### src/rtl/pampy_frame_pkg.sv
// Shared constants, FSM encoding and entry-width helper for the call-frame stack.
package pampy_frame_pkg;

  localparam int unsigned DefAddrWidth      = 12;
  localparam int unsigned DefPcWidth        = 12;
  localparam int unsigned DefFrameDepthLog2 = 4;

  typedef enum logic [1:0] {
    StIdle   = 2'd0,
    StPush   = 2'd1,
    StPopRd  = 2'd2,
    StPopCap = 2'd3
  } state_e;

  function automatic int unsigned entry_width(input int unsigned pc_w, input int unsigned addr_w);
    return pc_w + addr_w;
  endfunction

endpackage

### src/rtl/block_call_frame_if.sv
// Request/response bundle between the sequencer and block_call_frame.
// FRAME_HIGH_WATER exists only when CALL_FRAME_WATERMARK_EN is defined.
interface block_call_frame_if #(
  parameter int unsigned ADDR_WIDTH       = pampy_frame_pkg::DefAddrWidth,
  parameter int unsigned PC_WIDTH         = pampy_frame_pkg::DefPcWidth,
  parameter int unsigned FRAME_DEPTH_LOG2 = pampy_frame_pkg::DefFrameDepthLog2
) ();

  logic                        CALL_REQ;
  logic                        RET_REQ;
  logic [PC_WIDTH-1:0]         PC_IN;
  logic [ADDR_WIDTH-1:0]       TOS_IN;
  logic [PC_WIDTH-1:0]         RET_PC_OUT;
  logic [ADDR_WIDTH-1:0]       STACK_TOS_RETURN;
  logic                        DONE;
  logic                        BUSY;
  logic                        FULL;
  logic                        EMPTY;
  logic                        ERR_OVERFLOW;
  logic                        ERR_UNDERFLOW;
`ifdef CALL_FRAME_WATERMARK_EN
  logic [FRAME_DEPTH_LOG2:0]   FRAME_HIGH_WATER;
`endif

  modport master (
    output CALL_REQ, RET_REQ, PC_IN, TOS_IN,
    input  RET_PC_OUT, STACK_TOS_RETURN, DONE, BUSY, FULL, EMPTY, ERR_OVERFLOW, ERR_UNDERFLOW
`ifdef CALL_FRAME_WATERMARK_EN
    , input FRAME_HIGH_WATER
`endif
  );

  modport slave (
    input  CALL_REQ, RET_REQ, PC_IN, TOS_IN,
    output RET_PC_OUT, STACK_TOS_RETURN, DONE, BUSY, FULL, EMPTY, ERR_OVERFLOW, ERR_UNDERFLOW
`ifdef CALL_FRAME_WATERMARK_EN
    , output FRAME_HIGH_WATER
`endif
  );

endinterface

### src/rtl/frame_memory.sv
// Single-port frame store: synchronous write, one-cycle registered read, no reset.
module frame_memory #(
  parameter int unsigned DataWidth = 24,
  parameter int unsigned AddrWidth = 4
) (
  input  logic                 clk_i,
  input  logic                 we_i,
  input  logic                 re_i,
  input  logic [AddrWidth-1:0] addr_i,
  input  logic [DataWidth-1:0] wdata_i,
  output logic [DataWidth-1:0] rdata_o
);

  logic [DataWidth-1:0] mem_q [2**AddrWidth];
  logic [DataWidth-1:0] rdata_q;

  always_ff @(posedge clk_i) begin
    if (we_i) begin
      mem_q[addr_i] <= wdata_i;
    end
    if (re_i) begin
      rdata_q <= mem_q[addr_i];
    end
  end

  assign rdata_o = rdata_q;

endmodule

### src/rtl/block_call_frame.sv
// Call/return frame stack saving {PC, TOS} pairs with sticky over/underflow flags.
// Optional FRAME_HIGH_WATER output enabled by CALL_FRAME_WATERMARK_EN.
module block_call_frame
  import pampy_frame_pkg::*;
#(
  parameter int unsigned ADDR_WIDTH       = DefAddrWidth,
  parameter int unsigned PC_WIDTH         = DefPcWidth,
  parameter int unsigned FRAME_DEPTH_LOG2 = DefFrameDepthLog2
) (
  input logic               clk,
  input logic               reset,
  block_call_frame_if.slave bus
);

  localparam int unsigned FpW    = FRAME_DEPTH_LOG2 + 1;
  localparam int unsigned EntryW = entry_width(PC_WIDTH, ADDR_WIDTH);
  localparam int unsigned Depth  = 2 ** FRAME_DEPTH_LOG2;
  localparam logic [FpW-1:0] FpFull = FpW'(Depth);

  state_e                state_q, state_d;
  logic [FpW-1:0]        fp_q, fp_d;
  logic [PC_WIDTH-1:0]   pc_lat_q, pc_lat_d, ret_pc_q, ret_pc_d;
  logic [ADDR_WIDTH-1:0] tos_lat_q, tos_lat_d, ret_tos_q, ret_tos_d;
  logic                  ov_pend_q, ov_pend_d, un_pend_q, un_pend_d;
  logic                  done_q, done_d, err_ov_q, err_ov_d, err_un_q, err_un_d;
  logic                  full, empty, busy, mem_we, mem_re;
  logic [EntryW-1:0]     mem_rdata;

  assign full  = (fp_q == FpFull);
  assign empty = (fp_q == '0);

  always_ff @(posedge clk) begin
    if (reset) begin
      state_q <= StIdle;
    end else begin
      state_q <= state_d;
    end
  end

  // Rejected requests reuse StPush as their one-cycle completion slot; the pend bits block the write.
  always_comb begin
    state_d = state_q;
    unique case (state_q)
      StIdle: begin
        if (bus.CALL_REQ) begin
          state_d = StPush;
        end else if (bus.RET_REQ) begin
          state_d = empty ? StPush : StPopRd;
        end
      end
      StPush:   state_d = StIdle;
      StPopRd:  state_d = StPopCap;
      StPopCap: state_d = StIdle;
      default:  state_d = StIdle;
    endcase
  end

  always_comb begin
    busy   = (state_q != StIdle);
    mem_we = (state_q == StPush) && !ov_pend_q && !un_pend_q;
    mem_re = (state_q == StPopRd);
  end

  always_comb begin
    fp_d      = fp_q;
    pc_lat_d  = pc_lat_q;
    tos_lat_d = tos_lat_q;
    ret_pc_d  = ret_pc_q;
    ret_tos_d = ret_tos_q;
    ov_pend_d = 1'b0;
    un_pend_d = 1'b0;
    done_d    = 1'b0;
    err_ov_d  = err_ov_q;
    err_un_d  = err_un_q;
    unique case (state_q)
      StIdle: begin
        if (bus.CALL_REQ) begin
          pc_lat_d  = bus.PC_IN;
          tos_lat_d = bus.TOS_IN;
          ov_pend_d = full;
        end else if (bus.RET_REQ) begin
          if (empty) begin
            un_pend_d = 1'b1;
          end else begin
            fp_d = fp_q - FpW'(1);
          end
        end
      end
      StPush: begin
        done_d = 1'b1;
        if (ov_pend_q) begin
          err_ov_d = 1'b1;
        end else if (un_pend_q) begin
          err_un_d = 1'b1;
        end else begin
          fp_d = fp_q + FpW'(1);
        end
      end
      StPopCap: begin
        done_d    = 1'b1;
        ret_pc_d  = mem_rdata[EntryW-1 -: PC_WIDTH];
        ret_tos_d = mem_rdata[ADDR_WIDTH-1:0];
      end
      default: ;
    endcase
  end

  always_ff @(posedge clk) begin
    if (reset) begin
      fp_q      <= '0;
      pc_lat_q  <= '0;
      tos_lat_q <= '0;
      ret_pc_q  <= '0;
      ret_tos_q <= '0;
      ov_pend_q <= 1'b0;
      un_pend_q <= 1'b0;
      done_q    <= 1'b0;
      err_ov_q  <= 1'b0;
      err_un_q  <= 1'b0;
    end else begin
      fp_q      <= fp_d;
      pc_lat_q  <= pc_lat_d;
      tos_lat_q <= tos_lat_d;
      ret_pc_q  <= ret_pc_d;
      ret_tos_q <= ret_tos_d;
      ov_pend_q <= ov_pend_d;
      un_pend_q <= un_pend_d;
      done_q    <= done_d;
      err_ov_q  <= err_ov_d;
      err_un_q  <= err_un_d;
    end
  end

  frame_memory #(
    .DataWidth (EntryW),
    .AddrWidth (FRAME_DEPTH_LOG2)
  ) u_frame_memory (
    .clk_i   (clk),
    .we_i    (mem_we),
    .re_i    (mem_re),
    .addr_i  (fp_q[FRAME_DEPTH_LOG2-1:0]),
    .wdata_i ({pc_lat_q, tos_lat_q}),
    .rdata_o (mem_rdata)
  );

  assign bus.RET_PC_OUT       = ret_pc_q;
  assign bus.STACK_TOS_RETURN = ret_tos_q;
  assign bus.DONE             = done_q;
  assign bus.BUSY             = busy;
  assign bus.FULL             = full;
  assign bus.EMPTY            = empty;
  assign bus.ERR_OVERFLOW     = err_ov_q;
  assign bus.ERR_UNDERFLOW    = err_un_q;

`ifdef CALL_FRAME_WATERMARK_EN
  logic [FpW-1:0] hw_q, hw_d;

  assign hw_d = (fp_d > hw_q) ? fp_d : hw_q;

  always_ff @(posedge clk) begin
    if (reset) begin
      hw_q <= '0;
    end else begin
      hw_q <= hw_d;
    end
  end

  assign bus.FRAME_HIGH_WATER = hw_q;
`endif

endmodule

### src/flat_wrapper.sv
// flat-port wrapper written by rule: the top's interface ports become plain ports
module block_call_frame_flat import pampy_frame_pkg::*;
#(
  parameter int unsigned ADDR_WIDTH       = DefAddrWidth,
  parameter int unsigned PC_WIDTH         = DefPcWidth,
  parameter int unsigned FRAME_DEPTH_LOG2 = DefFrameDepthLog2
)
  (clk, reset, bus_CALL_REQ, bus_RET_REQ, bus_PC_IN, bus_TOS_IN, bus_RET_PC_OUT, bus_STACK_TOS_RETURN, bus_DONE, bus_BUSY, bus_FULL, bus_EMPTY, bus_ERR_OVERFLOW, bus_ERR_UNDERFLOW);
  block_call_frame_if #(.ADDR_WIDTH(ADDR_WIDTH), .PC_WIDTH(PC_WIDTH), .FRAME_DEPTH_LOG2(FRAME_DEPTH_LOG2)) bus_i ();
  input logic clk;
  input logic reset;
  input wire logic [$bits(bus_i.CALL_REQ)-1:0] bus_CALL_REQ;
  input wire logic [$bits(bus_i.RET_REQ)-1:0] bus_RET_REQ;
  input wire logic [$bits(bus_i.PC_IN)-1:0] bus_PC_IN;
  input wire logic [$bits(bus_i.TOS_IN)-1:0] bus_TOS_IN;
  output wire logic [$bits(bus_i.RET_PC_OUT)-1:0] bus_RET_PC_OUT;
  output wire logic [$bits(bus_i.STACK_TOS_RETURN)-1:0] bus_STACK_TOS_RETURN;
  output wire logic [$bits(bus_i.DONE)-1:0] bus_DONE;
  output wire logic [$bits(bus_i.BUSY)-1:0] bus_BUSY;
  output wire logic [$bits(bus_i.FULL)-1:0] bus_FULL;
  output wire logic [$bits(bus_i.EMPTY)-1:0] bus_EMPTY;
  output wire logic [$bits(bus_i.ERR_OVERFLOW)-1:0] bus_ERR_OVERFLOW;
  output wire logic [$bits(bus_i.ERR_UNDERFLOW)-1:0] bus_ERR_UNDERFLOW;
  assign bus_i.CALL_REQ = bus_CALL_REQ;
  assign bus_i.RET_REQ = bus_RET_REQ;
  assign bus_i.PC_IN = bus_PC_IN;
  assign bus_i.TOS_IN = bus_TOS_IN;
  assign bus_RET_PC_OUT = bus_i.RET_PC_OUT;
  assign bus_STACK_TOS_RETURN = bus_i.STACK_TOS_RETURN;
  assign bus_DONE = bus_i.DONE;
  assign bus_BUSY = bus_i.BUSY;
  assign bus_FULL = bus_i.FULL;
  assign bus_EMPTY = bus_i.EMPTY;
  assign bus_ERR_OVERFLOW = bus_i.ERR_OVERFLOW;
  assign bus_ERR_UNDERFLOW = bus_i.ERR_UNDERFLOW;
  block_call_frame #(.ADDR_WIDTH(ADDR_WIDTH), .PC_WIDTH(PC_WIDTH), .FRAME_DEPTH_LOG2(FRAME_DEPTH_LOG2)) u_core (.clk(clk), .reset(reset), .bus(bus_i));
endmodule
### config.mk
export PLATFORM = sky130hd
export DESIGN_NAME = block_call_frame_flat
export DESIGN_NICKNAME = d
export VERILOG_FILES = /design/src/rtl/pampy_frame_pkg.sv /design/src/rtl/block_call_frame_if.sv /design/src/rtl/frame_memory.sv /design/src/rtl/block_call_frame.sv /design/src/flat_wrapper.sv
export SDC_FILE = /design/constraint.sdc
export NUM_CORES = 1
export LEC_CHECK = 0
export CORE_MARGIN = 4
export CORE_UTILIZATION = 55
export CTS_BUF_LIST = sky130_fd_sc_hd__clkbuf_4
export CTS_CLUSTER_SIZE = 25
export DETAILED_ROUTE_END_ITERATION = 10
export GPL_TIMING_DRIVEN = 0
export PLACE_DENSITY = 0.73
export SLEW_MARGIN = 0
export SYNTH_ARGS = -nofsm -noshare
export SYNTH_HDL_FRONTEND = slang
export SYNTH_SLANG_ARGS = --single-unit
### constraint.sdc
create_clock -name clk -period 4.5 [get_ports clk]
set_clock_uncertainty 0.1 [all_clocks]
set_input_delay 0.675 -clock clk [delete_from_list [all_inputs] [get_ports clk]]
set_output_delay 0.675 -clock clk [all_outputs]
set_load 0.005 [all_outputs]
==> metrics.md, run 1 <==
| Metric | Value |
|---|---|
| Status | `finished, final reports clean` |
| Grt met2 use | `0.391` |
| RR Startpoint | `u_core.fp_q[3]` |
| Top post-synthesis cells by area | `edfxtp_1, mux4_2, dfxtp_1, nand2_1, a21oi_1` |
| Htree depth | `3` |
| Sequential share of power | `0.466` |
| CP startpoint kind | `register` |
| Worst EP arrival | `2.76 ns` |
| Slew headroom | `0.305` |
| Fillers | `2043` |
| Worst-Margin Slew | `between 1 and 1.5 ns` |
| Depth of the worst register-to-register path | `5` |
| Worst R2R End | `u_core.u_frame_memory.mem_q[14][13]` |
| Largest net degree at the start of global routing | `19` |
| Top FF cell, synth | `edfxtp_1` |
| Mapped cell area | `17500 um2` |
| Max cap viols | `0` |
| Max VDD drop | `0.319 mV` |
| DRC | `0` |
| Final worst-path cycle share | `0.786` |
| Setup violators final | `0` |
| Cell taking the most area after synthesis | `edfxtp_1` |
| Path type of the worst min-delay path | `primary input to register` |
| R2r setup slk | `1.10 ns` |
| Finished Cell Area | `~21000 um2` |
| DP HPWL | `24900 um` |
| DRT iter0 DRCs | `1225` |
| Worst Path Max Fanout | `10` |
| Routed len/inst | `26.3 um` |
| Post-Syn Nets | `896` |
| Post CTS Setup Buffer Count | `0` |
| Final hold vios | `0` |
| Bufs on Longest Clock Path | `3` |
| Row Count | `65` |
| IO buf count | `56` |
| Fin crit period | `3.54 ns` |
| Buf/Inv on CP | `5` |
| GRT Max-Usage Layer | `met2` |
| Root Driver | `clkbuf_4` |
| Final slew viol count | `0` |
| Ys Warns | `0` |
| Post-Route WL | `40700 um` |
| Clock latency on the worst-skew pair | `0.76 ns` |
| Area occupied by multi-input gates | `3910 um2` |
| Top cell by count, worst path | `buf_6` |
| TNS Setup | `0 ns` |
| Global-route wire length before repair | `~60000 um` |
| Top-area cell type share of the netlist area | `0.701` |
| Register area | `13500 um2` |
| Crit-path max cell delay | `0.50 ns` |
| Vias in the first global route | `approximately 9500` |
| CP max stage cell | `clkdlybuf4s50_1` |
| F_max | `283 MHz` |
| CTS tree | `done` |
| Hold_buf cts | `0` |
| Sw Share | `0.273` |
| EDFF count, synth | `408` |
| Die height | `186 um` |
| Router iterations before antenna repair | `5` |
| Placed cell area | `19100 um2` |
| Clk pwr share | `0.318` |
| Critical Path Stages | `7` |
| Crit path launch | `u_core.fp_q[0]` |
| Post-synthesis async set-or-reset flop share | `0` |
| Design Power | `approximately 11 mW` |
| Final antenna-violating net count | `0` |
| Via count | `9332` |
| Unique masters post-synth | `37` |
| Core ar. | `31500 um2` |
| Switch Pwr | `3.09 mW` |
| CP Class | `register to primary output` |
| Mapped Avg Cell Area | `20.2 um2` |
| Post-Synthesis Cells | `approximately 860` |
| Power Density | `549 nW/um2` |
| Crit end category | `primary output` |
| Met3 usage in global routing | `0.0518` |
| Commonest non-fill, non-tap cells in the layout | `edfxtp_1, clkbuf_4, mux4_2` |
| Comb pwr share | `0.216` |
| Vias per cell | `just over 6` |
| Crit path cell chain | `clkbuf_1 > buf_6 > buf_6 > nor2_1 > nand3_1 > inv_1 > clkdlybuf4s50_1` |
| Die Area | `34700 um2` |
| GR Overflow Total | `0` |
| #FFs+latches synth | `approximately 470` |
| Met1 GRT Util | `0.319` |
| Die width | `between 150 and 200 um` |
| Area growth from synthesis to layout | `18.0%` |
| Leakage | `6.64 nW` |
| Total clock sinks | `468` |
| Initial antenna violation count | `1` |
| Post_cts resized | `0` |
| Cell-internal power | `8.24 mW` |
| Crit path to | `bus_EMPTY` |
| CP delay by family, top | `buffers and inverters` |
| Layout cells sized above 1 | `0.306` |
| Fin util | `0.656` |
| RSZ-0062 raised after global routing | `false` |
| CTS clk-pin slew, worst paths | `0.07 ns` |
| Commonest non-fill, non-tap cell in the layout | `edfxtp_1` |
| CTS Buf Count | `110` |
| CP required | `~3.7 ns` |
| GP Congestion | `roughly 0.8` |
| Tot GR Track Use | `0.237` |
| Seq/Total Area, Yosys | `0.769` |
| Starting Density | `0.556` |
| Final-stage net count | `~1100` |
| IO Pins | `58` |
[area by class of cell]
class,instances,share of cell area
Inverter,4,0.000727
Timing Repair Buffer,73,0.0476
Tap cell,402,0.0244
Clock buffer,171,0.0622
Sequential cell,468,0.652
Antenna cell,1,0.000121
Multi-Input combinational cell,345,0.189
Buffer,47,0.0118
Clock inverter,36,0.0121
[power groups by stage]
stage	registers (mW)	clock network, mW	logic (mW)
floorplan	5.31	0	1.66
global placement	5.37	0	2.32
detailed placement	5.37	0	2.45
CTS	5.28	3.65	2.46
global route	5.31	3.91	2.60
finish	5.28	3.60	2.45
[metrics by stage]
| stage | std cells | hold slack, ns | setup slack, ns |
|---|---|---|---|
| CTS | 1546 | 0.191 | 0.945 |
| floorplan | 864 | 0.353 | 1.76 |
| detailed placement | 1339 | 0.347 | 1.19 |
| global placement | 1322 | 0.343 | -0.224 |
| global route | 1547 | 0.258 | 0.793 |
| finish | 1547 | 0.242 | 0.963 |
[synth_stat cells (3+ instances only)]
master,instances
edfxtp_1,408
ha_1,3
nand3_1,5
nor3_1,6
nor2_1,26
clkbuf_1,30
buf_1,4
a21oi_1,54
dfxtp_1,60
mux4_2,120
buf_6,8
nand2_1,100
inv_1,4
buf_2,5
nand2b_1,3
[per-layer routing]
layer / share of wire / vias to the layer above
met2: 0.50 / 516
met5: 0 / -
met4: 0.028 / 0
met3: 0.091 / 83
met1: 0.38 / 4797
li1: - / 3936
[sequential cells by signal (all words and copies together), names as in the netlist]
| register | count |
|---|---|
| u_core.u_frame_memory.mem_q | 384 |
| u_core.u_frame_memory.rdata_o | 24 |
| u_core.bus.RET_PC_OUT | 12 |
| u_core.bus.STACK_TOS_RETURN | 12 |
| u_core.pc_lat_q | 12 |
| u_core.tos_lat_q | 12 |
| u_core.fp_q | 5 |
| u_core.state_q | 2 |
| u_core.bus.DONE | 1 |
| u_core.bus.ERR_OVERFLOW | 1 |
| u_core.bus.ERR_UNDERFLOW | 1 |
| u_core.ov_pend_q | 1 |
| u_core.un_pend_q | 1 |
[worst min path at each step]
stage | start | cells past startpoint | slack [ns] | endpoint
after detailed placement | u_core.bus.RET_PC_OUT[10] | 2 | 0.35 | u_core.bus.RET_PC_OUT[10]
after global routing | reset | 3 | 0.26 | u_core.fp_q[4]
final | reset | 3 | 0.24 | u_core.fp_q[4]
after CTS | reset | 3 | 0.19 | u_core.fp_q[4]
after global placement | u_core.bus.RET_PC_OUT[10] | 2 | 0.34 | u_core.bus.RET_PC_OUT[10]
after floorplan | u_core.bus.RET_PC_OUT[0] | 2 | 0.35 | u_core.bus.RET_PC_OUT[0]
[cell families after synthesis]
| group | count (synthesis) | synth area share |
|---|---|---|
| DFF | 468 | 0.769 |
| and+or+nand+nor | 154 | 0.0371 |
| AOI/OAI and AO/OA | 64 | 0.0195 |
| xor gates and xnor gates | 2 | 0.00100 |
| adders and majority gates | 4 | 0.00329 |
| muxes | 121 | 0.155 |
| buffers and inverters | 51 | 0.0147 |
[worst register-to-register path, cell delays in order (launching register included)]
cell	delay [ns]
dfxtp_1	0.42
clkbuf_1	0.61
buf_1	0.70
nand2_1	0.45
nor2_4	0.58
buf_16	0.23
(Power assumes the default switching activity.)
==> run 2: changes to the inputs <==
- PLACE_DENSITY: 0.73 -> 0.76
- clock period: 4.5 -> 3.2 ns (I/O delays scaled with it)
==> run 2 against run 1 <==
Via count decreased by 0.17%. Critical path depth is 1 lower. First-iteration DRC count is 1.6% lower. Utilization is essentially flat. Total power is 40% higher. Combinational power up 44%. Cell area about the same. Sequential cell count stayed put.
==> metrics.md, run 2 (synthesis results as in run 1) <==
| Metric | Value |
|---|---|
| Max cap viols | `0` |
| Power Density | `around 770 nW/um2` |
| GP Congestion | `0.802` |
| GR Overflow Total | `0` |
| RR Startpoint | `u_core.fp_q[3]` |
| Crit end category | `primary output` |
| CTS tree | `done` |
| Global-route wire length before repair | `~60000 um` |
| Commonest non-fill, non-tap cell in the layout | `edfxtp_1` |
| Slew headroom | `0.339` |
| Depth of the worst register-to-register path | `4` |
| Finished Cell Area | `20600 um2` |
| CP required | `roughly 2.6 ns` |
| Tot GR Track Use | `0.235` |
| Final worst-path cycle share | `0.978` |
| Register area | `roughly 13000 um2` |
| Reg with most FFs | `u_core.u_frame_memory.mem_q` |
| Setup violators final | `0` |
| Core ar. | `31500 um2` |
| CP startpoint kind | `register` |
| Root Driver | `clkbuf_4` |
| Commonest non-fill, non-tap cells in the layout | `edfxtp_1, clkbuf_4, mux4_2` |
| Row Count | `65` |
| RSZ-0062 raised after global routing | `true` |
| Initial antenna violation count | `1` |
| Die height | `186 um` |
| CTS Buf Count | `111` |
| Fin crit period | `3.13 ns` |
| DRC | `0` |
| Largest net degree at the start of global routing | `25` |
| R2r setup slk | `roughly 0.15 ns` |
| Path type of the worst min-delay path | `primary input to register` |
| Met2 WL | `19800 um` |
| Fillers | `2046` |
| Leakage | `6.63 nW` |
| Bufs on Longest Clock Path | `3` |
| Metal1 wirelength | `approximately 15000 um` |
| Status | `finished, final reports clean` |
| Placed cell area | `18900 um2` |
| Max Used Layer | `met4` |
| Die Area | `34700 um2` |
| Starting Density | `0.556` |
| Hold_buf cts | `0` |
| F_max | `320 MHz` |
| Routed len/inst | `roughly 26 um` |
| DR WL met3 | `~4400 um` |
| IO Pins | `58` |
| Total clock sinks | `about 470` |
| Vias in the first global route | `roughly 9400` |
| Area occupied by multi-input gates | `around 4000 um2` |
| DP HPWL | `roughly 23000 um` |
| Worst EP arrival | `2.55 ns` |
| Layout cells sized above 1 | `0.318` |
| Clock latency on the worst-skew pair | `0.78 ns` |
| Final hold vios | `0` |
| Worst-Margin Slew | `0.991 ns` |
| Vias per cell | `5.98` |
| CTS clk-pin slew, worst paths | `around 0.080 ns` |
| Htree depth | `3` |
| Final antenna-violating net count | `0` |
| Final slew viol count | `0` |
| IO buf count | `56` |
| Router iterations before antenna repair | `7` |
| Area growth from synthesis to layout | `18.0%` |
| WHS Endpoint | `u_core.fp_q[4]` |
| Max VDD drop | `0.368 mV` |
| Fin util | `0.655` |
| Worst Path Max Fanout | `10` |
| Post-Route WL | `40800 um` |
| Worst R2R End | `u_core.u_frame_memory.mem_q[12][8]` |
| DRT iter0 DRCs | `1206` |
| Largest register FFs | `384` |
| Final-stage net count | `about 1100` |
| Hold path start | `reset` |
| CP Class | `register to primary output` |
| Worst hold path depth | `3` |
| Die width | `roughly 190 um` |
| Via count | `~9300` |
==> run 2: cell types whose count changed in the layout (fill, tap and decap cells not counted), sizes merged <==
cell           previous run  this run
clkinv                   30        44
clkbuf                  201       192
nor2                     26        31
buf                      34        36
bufinv                    4         2
clkdlybuf4s50            56        55
dlymetal6s2s              0         1
==> run 2: layout make-up <==
| type | instances | share of cell area |
|---|---|---|
| Buffer | 47 | 0.0124 |
| Tap cell | 402 | 0.0244 |
| Clock buffer | 163 | 0.0593 |
| Antenna cell | 1 | 0.000121 |
| Multi-Input combinational cell | 350 | 0.194 |
| Timing Repair Buffer | 74 | 0.0444 |
| Inverter | 4 | 0.000728 |
| Sequential cell | 468 | 0.652 |
| Clock inverter | 48 | 0.0126 |
==> run 2: metrics by stage <==
step           setup TNS, ns  worst slack [ns]  std cells  total power [mW]  hold WS (ns)
6_report                   0            0.0702       1557              15.8        0.0721
5_1_grt              -0.0322           -0.0322       1557              16.5        0.0859
4_1_cts              -0.0608           -0.0608       1551              15.9        0.0306
3_5_place_dp          -26.41            -0.308       1332              11.0         0.345
3_3_place_gp         -418.74             -1.29       1322              10.7         0.340
2_1_floorplan              0             0.455        864              9.79         0.353
==> run 2: power breakdown <==
group | internal [mW] | total (mW) | leakage, nW | switching, mW
registers | 7.17 | 7.43 | 4.25 | 0.258
logic | 1.71 | 3.52 | 1.51 | 1.81
clock network | 2.52 | 4.88 | 0.876 | 2.36
total | 11.4 | 15.8 | 6.63 | 4.43
==> run 2: how the worst max path moves through the flow <==
stage / start / end / slack [ns] / cells past startpoint
6_report: u_core.fp_q[0] / bus_FULL / 0.07 / 6
4_1_cts: u_core.fp_q[0] / bus_EMPTY / -0.06 / 7
3_5_place_dp: u_core.fp_q[3] / u_core.u_frame_memory.mem_q[14][8] / -0.31 / 4
5_1_grt: u_core.fp_q[0] / bus_FULL / -0.03 / 6
3_3_place_gp: u_core.fp_q[3] / u_core.u_frame_memory.mem_q[13][10] / -1.29 / 4
2_1_floorplan: u_core.state_q[0] / u_core.u_frame_memory.mem_q[15][0] / 0.46 / 5
==> run 2: critical path: stages, from the launching register on <==
cell and delay (ns):
dfxtp_1 0.35, clkbuf_1 0.15, buf_6 0.19, buf_12 0.17
nor2_4 0.16, and3_4 0.24, clkdlybuf4s50_1 0.50
==> run 2: timing repair <==
action | 4_1_cts | 5_1_grt
resized for setup | 15 | 11
endpoints found under the setup margin | 112 | 47
setup buffers | 4 | 4
pin swaps | 6 | 2
cloned | 4 | 1
==> run 2: metal layers <==
layer  track usage  up-vias
met5             0        -
met4        0.0825        0
met3        0.0692       88
met2         0.369      548
met1         0.322     4715
li1              -     3965
